`src/rtl/plotter_pkg.sv`:
```
// rtl/plotter_pkg.sv - shared state type, frame geometry and dither table for the pixel feeder
package plotter_pkg;

  typedef enum logic [2:0] {IDLE, FETCH, WAIT, PRESENT, DONE} feeder_state_t;

  localparam int COLS_DEFAULT = 80;
  localparam int ROWS_DEFAULT = 106;

  // 2x2 ordered dither offsets, indexed [row parity][column parity]
  localparam int BAYER [2][2] = '{'{0, 32}, '{48, 16}};
  localparam int BAYER_BIAS = 32;

endpackage

```
`src/rtl/pixel_threshold.sv`:
```
// rtl/pixel_threshold.sv - combinational sample-vs-threshold compare (ink when darker)
// FEEDER_DITHER_EN adds a 2x2 ordered dither to the threshold.
module pixel_threshold
  import plotter_pkg::*;
#(
  parameter int PIX_W = 8
) (
  input  logic [PIX_W-1:0] sample,
  input  logic [PIX_W-1:0] threshold,
  input  logic             row_lsb,
  input  logic             col_lsb,
  output logic             pixel
);

`ifdef FEEDER_DITHER_EN
  localparam int PIX_MAX = (1 << PIX_W) - 1;

  int eff_thr;

  always_comb begin
    eff_thr = int'(threshold) + BAYER[row_lsb][col_lsb] - BAYER_BIAS;
    if (eff_thr < 0) begin
      eff_thr = 0;
    end else if (eff_thr > PIX_MAX) begin
      eff_thr = PIX_MAX;
    end
    pixel = (int'(sample) < eff_thr);
  end
`else
  logic unused_parity;

  assign unused_parity = row_lsb ^ col_lsb;
  assign pixel         = (sample < threshold);
`endif

endmodule

```
`src/rtl/plotter_pixel_feeder.sv`:
```
// rtl/plotter_pixel_feeder.sv - raster-order BRAM walker feeding 1-bit pixels to the plotter
// Optional ordered dither under FEEDER_DITHER_EN (see pixel_threshold).
module plotter_pixel_feeder
  import plotter_pkg::*;
#(
  parameter int COLS   = COLS_DEFAULT,
  parameter int ROWS   = ROWS_DEFAULT,
  parameter int ADDR_W = 14,
  parameter int PIX_W  = 8,
  parameter int RD_LAT = 2
) (
  input  logic              clk_65mhz,
  input  logic              rst,
  input  logic              start,
  input  logic [PIX_W-1:0]  threshold,
  input  logic              ready_next_pixel,
  input  logic              drawing_done,
  output logic [ADDR_W-1:0] bram_addr,
  input  logic [PIX_W-1:0]  bram_dout,
  output logic              pixel_value_out,
  output logic              pixel_valid,
  output logic [6:0]        col_idx,
  output logic [6:0]        row_idx,
  output logic              frame_done,
  output logic              underrun
);

  localparam logic [6:0] LAST_COL = 7'(COLS - 1);
  localparam logic [6:0] LAST_ROW = 7'(ROWS - 1);
  localparam logic [1:0] LAT_LOAD = 2'(RD_LAT - 1);

  feeder_state_t     state_q, state_d;
  logic [ADDR_W-1:0] addr_q, addr_d;
  logic [6:0]        col_q, col_d;
  logic [6:0]        row_q, row_d;
  logic [1:0]        lat_q, lat_d;
  logic              pix_q, pix_d;
  logic              valid_q, valid_d;
  logic              done_q, done_d;
  logic              underrun_q, underrun_d;
  logic              ready_q;
  logic              consume;
  logic              last_pixel;
  logic              thr_pixel;

  assign consume    = ready_next_pixel & ~ready_q;
  assign last_pixel = (col_q == LAST_COL) && (row_q == LAST_ROW);

  pixel_threshold #(.PIX_W(PIX_W)) u_threshold (
    .sample    (bram_dout),
    .threshold (threshold),
    .row_lsb   (row_q[0]),
    .col_lsb   (col_q[0]),
    .pixel     (thr_pixel)
  );

  always_comb begin
    state_d    = state_q;
    addr_d     = addr_q;
    col_d      = col_q;
    row_d      = row_q;
    lat_d      = lat_q;
    pix_d      = pix_q;
    valid_d    = valid_q;
    done_d     = done_q;
    underrun_d = underrun_q;

    case (state_q)
      IDLE, DONE: begin
        if (start) begin
          state_d    = FETCH;
          addr_d     = '0;
          col_d      = '0;
          row_d      = '0;
          valid_d    = 1'b0;
          done_d     = 1'b0;
          underrun_d = 1'b0;
        end
      end
      FETCH: begin
        lat_d   = LAT_LOAD;
        state_d = WAIT;
        if (consume) underrun_d = 1'b1;
      end
      WAIT: begin
        if (consume) underrun_d = 1'b1;
        if (lat_q == 2'd0) begin
          pix_d   = thr_pixel;
          valid_d = 1'b1;
          state_d = PRESENT;
        end else begin
          lat_d = lat_q - 2'd1;
        end
      end
      PRESENT: begin
        if (consume) begin
          valid_d = 1'b0;
          if (last_pixel) begin
            state_d = DONE;
            done_d  = 1'b1;
          end else begin
            state_d = FETCH;
            addr_d  = addr_q + ADDR_W'(1);
            if (col_q == LAST_COL) begin
              col_d = '0;
              row_d = row_q + 7'd1;
            end else begin
              col_d = col_q + 7'd1;
            end
          end
        end
      end
      default: state_d = IDLE;
    endcase

    // Plotter finishing early overrides any pending advance; a restart from DONE still wins.
    if (drawing_done && (state_q != IDLE) && !((state_q == DONE) && start)) begin
      state_d = DONE;
      done_d  = 1'b1;
      valid_d = 1'b0;
      addr_d  = addr_q;
      col_d   = col_q;
      row_d   = row_q;
    end
  end

  always_ff @(posedge clk_65mhz or posedge rst) begin
    if (rst) begin
      state_q    <= IDLE;
      addr_q     <= '0;
      col_q      <= '0;
      row_q      <= '0;
      lat_q      <= '0;
      pix_q      <= 1'b0;
      valid_q    <= 1'b0;
      done_q     <= 1'b0;
      underrun_q <= 1'b0;
      ready_q    <= 1'b0;
    end else begin
      state_q    <= state_d;
      addr_q     <= addr_d;
      col_q      <= col_d;
      row_q      <= row_d;
      lat_q      <= lat_d;
      pix_q      <= pix_d;
      valid_q    <= valid_d;
      done_q     <= done_d;
      underrun_q <= underrun_d;
      ready_q    <= ready_next_pixel;
    end
  end

  assign bram_addr       = addr_q;
  assign col_idx         = col_q;
  assign row_idx         = row_q;
  assign pixel_value_out = pix_q;
  assign pixel_valid     = valid_q;
  assign frame_done      = done_q;
  assign underrun        = underrun_q;

endmodule

```
`config.mk`:
```
export PLATFORM = sky130hd
export DESIGN_NAME = plotter_pixel_feeder
export DESIGN_NICKNAME = d
export VERILOG_FILES = /design/src/rtl/plotter_pkg.sv /design/src/rtl/pixel_threshold.sv /design/src/rtl/plotter_pixel_feeder.sv
export SDC_FILE = /design/constraint.sdc
export NUM_CORES = 1
export LEC_CHECK = 0
export CAP_MARGIN = 25
export CORE_MARGIN = 1.5
export CORE_UTILIZATION = 54
export DETAILED_ROUTE_END_ITERATION = 8
export HOLD_SLACK_MARGIN = 0.05
export PLACE_DENSITY = 0.85
export SYNTH_ARGS = -nofsm -noshare
export SYNTH_HDL_FRONTEND = slang
export SYNTH_SLANG_ARGS = --single-unit
```
`constraint.sdc`:
```
create_clock -name clk_65mhz -period 4.5 [get_ports clk_65mhz]
set_input_delay 0.9 -clock clk_65mhz [delete_from_list [all_inputs] [get_ports clk_65mhz]]
set_output_delay 0.9 -clock clk_65mhz [all_outputs]
set_load 0.01 [all_outputs]
```
======== Word level (Yosys, flattened, before mapping) ========
Index checks and enable logic that the tools add are counted.
Widths: inputs -> output; s select.
storage, ports and cells
  bits in registers ....................... 38
  bits of input ports ..................... 21
  output and inout bits ................... 32
  logic and storage cells ................. 89
cells by class
  $add $sub $neg .......................... 4
  magnitude comparators ................... 1
  equality and inequality tests ........... 16
  multiplexer cells ....................... 32
  bitwise gates (word level) .............. 3
  reductions and logical operators ........ 23
operators by type and width
  kind                   number
  $mux 7                 7
  $mux 14                3
  $pmux 14 s2            1
  $pmux 7 s2             2
  $mux 3                 5
  $add 14x1->14 const B  1
  $add 7x1->7 const B    2
  $eq 7x7->1 const B     2
  $ne 3x3->1 const B     4
  $pmux 3 s4             1
  $ne 2x2->1 const B     5
  $lt 8x8->1             1
  $mux 1                 8
  $reduce_and 4->1       2
  $eq 3x2->1 const B     2
  $reduce_and 3->1       2
  $reduce_and 6->1       1
  $reduce_bool 2->1      3
  $reduce_bool 3->1      2
  $reduce_and 5->1       1
  $logic_and 1x1->1      4
  $pmux 1 s2             2
  $pmux 2 s2             1
  $reduce_and 2->1       2
  other kinds (13)       15

======== Longest topological paths before layout ========
  word-level depth ........................ 6
  mapped depth ............................ 9
  gate-level depth less buffers ........... 7

======== Modules after synthesis ========
A second synthesis with hierarchy kept.
second synthesis, totals
  cells, all modules ...................... 248
  area, all modules ....................... 2,311.0 sq um
modules (own cells, without submodules)
  module                instances  cells an instance  area an instance (sq um)  seq. area each (sq um)
  plotter_pixel_feeder  1          223                2,134.5                   950.9
  pixel_threshold       1          25                 176.4                     0.0

======== Worst setup path after synthesis ========
Ideal clock, no wire load.
  path type ............................... input port to flip-flop
  from .................................... in start
  to ...................................... reg col_q[5], in the netlist col_idx[5]
  library setup time ...................... 0.095 ns
  data arrival time ....................... 2.238 ns
  required time ........................... 4.405 ns
  setup slack ............................. 2.167 ns
  cell stages on the path ................. 6
  buffers on the path ..................... 1
  cells stage by stage .................... or3b_2 -> o21ai_2 -> a31oi_4 -> buf_6 -> or2_2 -> o31ai_1
on the way
  cells in the longest elaborated chain, start to end .. 5
  elaborated cells between the ends (all ways) .. 6
  classes of those cells .................. 1 x eq/ne; 1 x bitwise; 4 x reduce/logical
ends and longest elaborated chain
  element                         line                         RTL
  from (decl)                     plotter_pixel_feeder.sv:14   input logic start,
  $logic_and 1x1->1               plotter_pixel_feeder.sv:117  if (drawing_done && (state_q != IDLE) && !((state_q == DONE) && start)) begin
  $logic_not 1->1                 plotter_pixel_feeder.sv:117
  $logic_and 1x1->1               plotter_pixel_feeder.sv:117
  $not 1->1 (no line)             n/a
  $reduce_and 5->1 (no line) (*)  n/a
  to (signal assigned)            plotter_pixel_feeder.sv:142  col_q <= col_d;
  to (decl)                       plotter_pixel_feeder.sv:34   logic [6:0] col_q, col_d;
Mark *: on every way between the ends. The rest lies on a longest branch, timed or not.
A chain may end at the register's enable or synchronous reset.

======== Worst setup path in the final report ========
  from .................................... in start
  to ...................................... reg addr_q[13], in the netlist bram_addr[13]
on the way
  cells in the longest elaborated chain, start to end .. 5
  elaborated cells between the ends (all ways) .. 6
  classes of those cells .................. 1 x eq/ne; 1 x bitwise; 4 x reduce/logical
ends and longest elaborated chain
  element                         line                         RTL
  $logic_and 1x1->1               plotter_pixel_feeder.sv:117
  $logic_not 1->1                 plotter_pixel_feeder.sv:117
  $logic_and 1x1->1               plotter_pixel_feeder.sv:117
  $not 1->1 (no line)             n/a
  $reduce_and 5->1 (no line) (*)  n/a
  to (signal assigned)            plotter_pixel_feeder.sv:141  addr_q <= addr_d;
  to (decl)                       plotter_pixel_feeder.sv:33   logic [ADDR_W-1:0] addr_q, addr_d;
Marked as above.

==> results by group <==
Placement
  • Buffers on Ports: 52
  • GPL Wtd Cong: slightly above 0.8
  • Hpwl dp: around 3700 µm

GRT
  • Vias in the first global route: 1864
  • Initial antenna violation count: 0
  • Total GRT Usage: 0.251
  • Final global-route overflow total: 0
  • Largest net degree at the start of global routing: 31
  • First-pass GRT wire length: approximately 8700 µm

Yosys
  • Syn Inst Count: 256
  • Syn Nets: a little under 300
  • Yosys top cell by area: dfrtp_1
  • Synthesized area per cell: around 8.9 µm²
  • Multiplexer share of the synthesized area: 0
  • Synth Flop Type: dfrtp_1
  • Post-synthesis xor/xnor area fraction: 0
  • Sequential area share after synthesis: 0.417
  • Simple-gate share of the synthesized area: 0.236
  • Synth unique cells: 52
  • Dominant cells by area after synthesis: dfrtp_1 42%, o21ai_0 8.6%, ha_1 6.6%
  • Post-Syn Area: approximately 2300 µm²
  • Top cell type's share of synthesized area: 0.417
  • Post-Synth Adder-Cell Area: 0.0659
  • #FFs+latches synth: 38
  • Ys async rst share: 1.00
  • Largest family of logic cells by synthesized area: simple AND/OR/NAND/NOR gates
  • Post-synth EDFFs: 0
  • Compound-Gate Fraction of Synth Area: 0.227
  • YS warnings: 0

Clock network
  • Max Root-Sink Buffers: 2
  • CTS tree: yes
  • CTS resizes: 0
  • Clock sink count: 38
  • Clock buffer count from CTS: 5
  • Depth of the CTS H-tree: 2
  • Postcts setup bufs: 0
  • Clock slew seen by the registers of the worst setup and hold paths: roughly 0.08 ns
  • Post-CTS Hold Fix Bufs: 0
  • Clock Tree Root: clkbuf_8
  • Clock Latency Late Sink: 0.30 ns

Detailed routing
  • Final WL: 5190 µm
  • Routed Antenna Nets: 0
  • Wire length per cell: 14.6 µm
  • Initial DRC count: 187
  • Pre-Repair DR Iteration Count: 5
  • Drt drc: 0
  • Vias per cell: approximately 6
  • Vias: around 2100

Critical path
  • Cell family with most CP delay: simple AND/OR/NAND/NOR gates
  • Crit path capture type: flip-flop
  • Crit-path cells: clkdlybuf4s50_1, or3b_2, o21ai_2, a31oi_4, or4_1, a21oi_1
  • CP required: 4.73 ns
  • CP Buf/Inv Count: 1
  • Crit Path Class: input port to flip-flop
  • Internal reg-to-reg setup slack: ~1.8 ns
  • Critical Path Start Type: input port
  • Worst-path fanout max: 30
  • Crit-path max cell delay: just under 0.6 ns
  • CP max-delay cell: or4_1
  • Worst Path Arrival: between 3 and 4 ns

Layout
  • Filler Cell Count: between 300 and 400
  • Finished Core Util: 0.716
  • Multi-input gate area: 1210 µm²
  • Nets: 338
  • Seq. cell area: roughly 950 µm²
  • N_diodes: 0
  • Share of post-route cells with drive strength above 1: 0.0523
  • Area Overhead vs Synth: 26.6%

Die
  • Die W: a little under 70 µm
  • Initial Util: 0.566
  • Core Area: a little over 4000 µm²
  • Row count: 23
  • Die height: approximately 68 µm
  • DIE AREA: 4620 µm²
  • Top-level I/O count: between 50 and 60

Power
  • Pwr Density: roughly 330 nW/µm²
  • Leak: ~1.2 nW
  • Maximum VDD drop: between 0.2 and 0.25 mV

Timing
  • Final period util: 0.635
  • Final setup violation count: 0
  • Tmin final: between 2 and 3 ns
  • Setup TNS: 0 ns
  • Worst-Margin Slew: 0.944 ns
  • Final count of hold timing violations: 0
  • Tightest slew margin relative to the limit: 0.370
  • Setup Skew: around 0.0043 ns
  • F_max: around 0.35 GHz
  • Max Slew Vio Count: 0
  • RSZ-0062 raised after global routing: false

Status
  • Outcome: complete, no violations

Worst hold path
  • Hold crit path type: flip-flop to flip-flop

Flow run
  • Max Cap Viol: 0
## Yosys cell counts, drive strengths merged (2+ instances only)
cell / number
nor3: 3
nand4: 6
buf: 7
nand3: 10
inv: 12
or4: 2
or2: 2
a21oi: 14
nand2: 23
or3: 6
o21ai: 40
nor2: 18
and3: 2
o31ai: 7
a31oi: 5
clkbuf: 4
and2: 6
o41ai: 2
nand2b: 6
a21o: 5
nor2b: 3
and4: 3
dfrtp: 38
or3b: 2
ha: 12
## state kept, by name (all words and copies together), names as in the netlist
signal and count:
lat_q 2, bram_addr 14, underrun 1, row_idx 7, pixel_valid 1, state_q 3
ready_q 1, frame_done 1, pixel_value_out 1, col_idx 7
## area by class of cell
cell class,instances,area share
clock inverters,1,0.00174
inverters,12,0.0156
well taps,50,0.0217
clock buffers,7,0.0299
flip-flops and latches,38,0.330
repair buffers,53,0.183
multi-input cells,195,0.418
## cell usage in the layout (no fill, tap or decap), types with 7 or more instances in the layout
cell type and instances:
clkdlybuf4s50_1 52, o21ai_0 39, dfrtp_1 38, nand2_1 23, nor2_1 17, a21oi_1 14, inv_1 12, ha_1 12
nand3_1 10, o31ai_1 7
## metrics by stage
step | cells | total power, mW | worst slack (ns) | cell area [µm²] | hold slack, ns
finish | 356 | 0.958 | 1.64 | 2880 | 0.513
global route | 356 | 1.02 | 1.53 | 2880 | 0.548
CTS | 356 | 0.962 | 1.65 | 2880 | 0.517
detailed placement | 348 | 0.719 | 1.32 | 2790 | 0.498
global placement | 348 | 0.706 | 1.38 | 2790 | 0.464
floorplan | 256 | 0.644 | 2.17 | 2280 | 0.496
## logic make-up after synthesis
kind of cell,count (synthesis)
AOI/OAI and AO/OA,84
and+or+nand+nor,99
adders and majority gates,12
DFF,38
buffers and inverters,23
## per-layer routing
metal | global-route usage | vias up | wire [µm]
li1 | - | 1033 | -
met1 | 0.337 | 986 | 2420
met2 | 0.404 | 64 | 2420
met3 | 0.0461 | 7 | 276
met4 | 0.0900 | 0 | 71
met5 | 0 | - | 0
## worst paths after layout
path / from / endpoint / cells past startpoint
max: start / bram_addr[13] / 6
min: pixel_valid / pixel_valid / 2
max reg2reg: state_q[0] / bram_addr[13] / 5
min reg2reg: pixel_valid / pixel_valid / 2
max in group asynchronous: rst / lat_q[0] / 3
min in group asynchronous: rst / col_idx[2] / 2
## where the power goes
part	total [mW]	switching, mW	internal (mW)	leakage [nW]
sequential	0.428	0.0505	0.378	0.514
clock	0.246	0.122	0.124	0.0482
combinational	0.284	0.155	0.129	0.655
## worst register-to-register path, cell delays in order, from the launching register on
cell,delay (ns)
dfrtp_1,0.56
nand3b_1,0.55
o21ai_2,0.48
a31oi_4,0.31
or4_1,0.58
a21oi_1,0.15
Power figures use the tool's default switching activity.
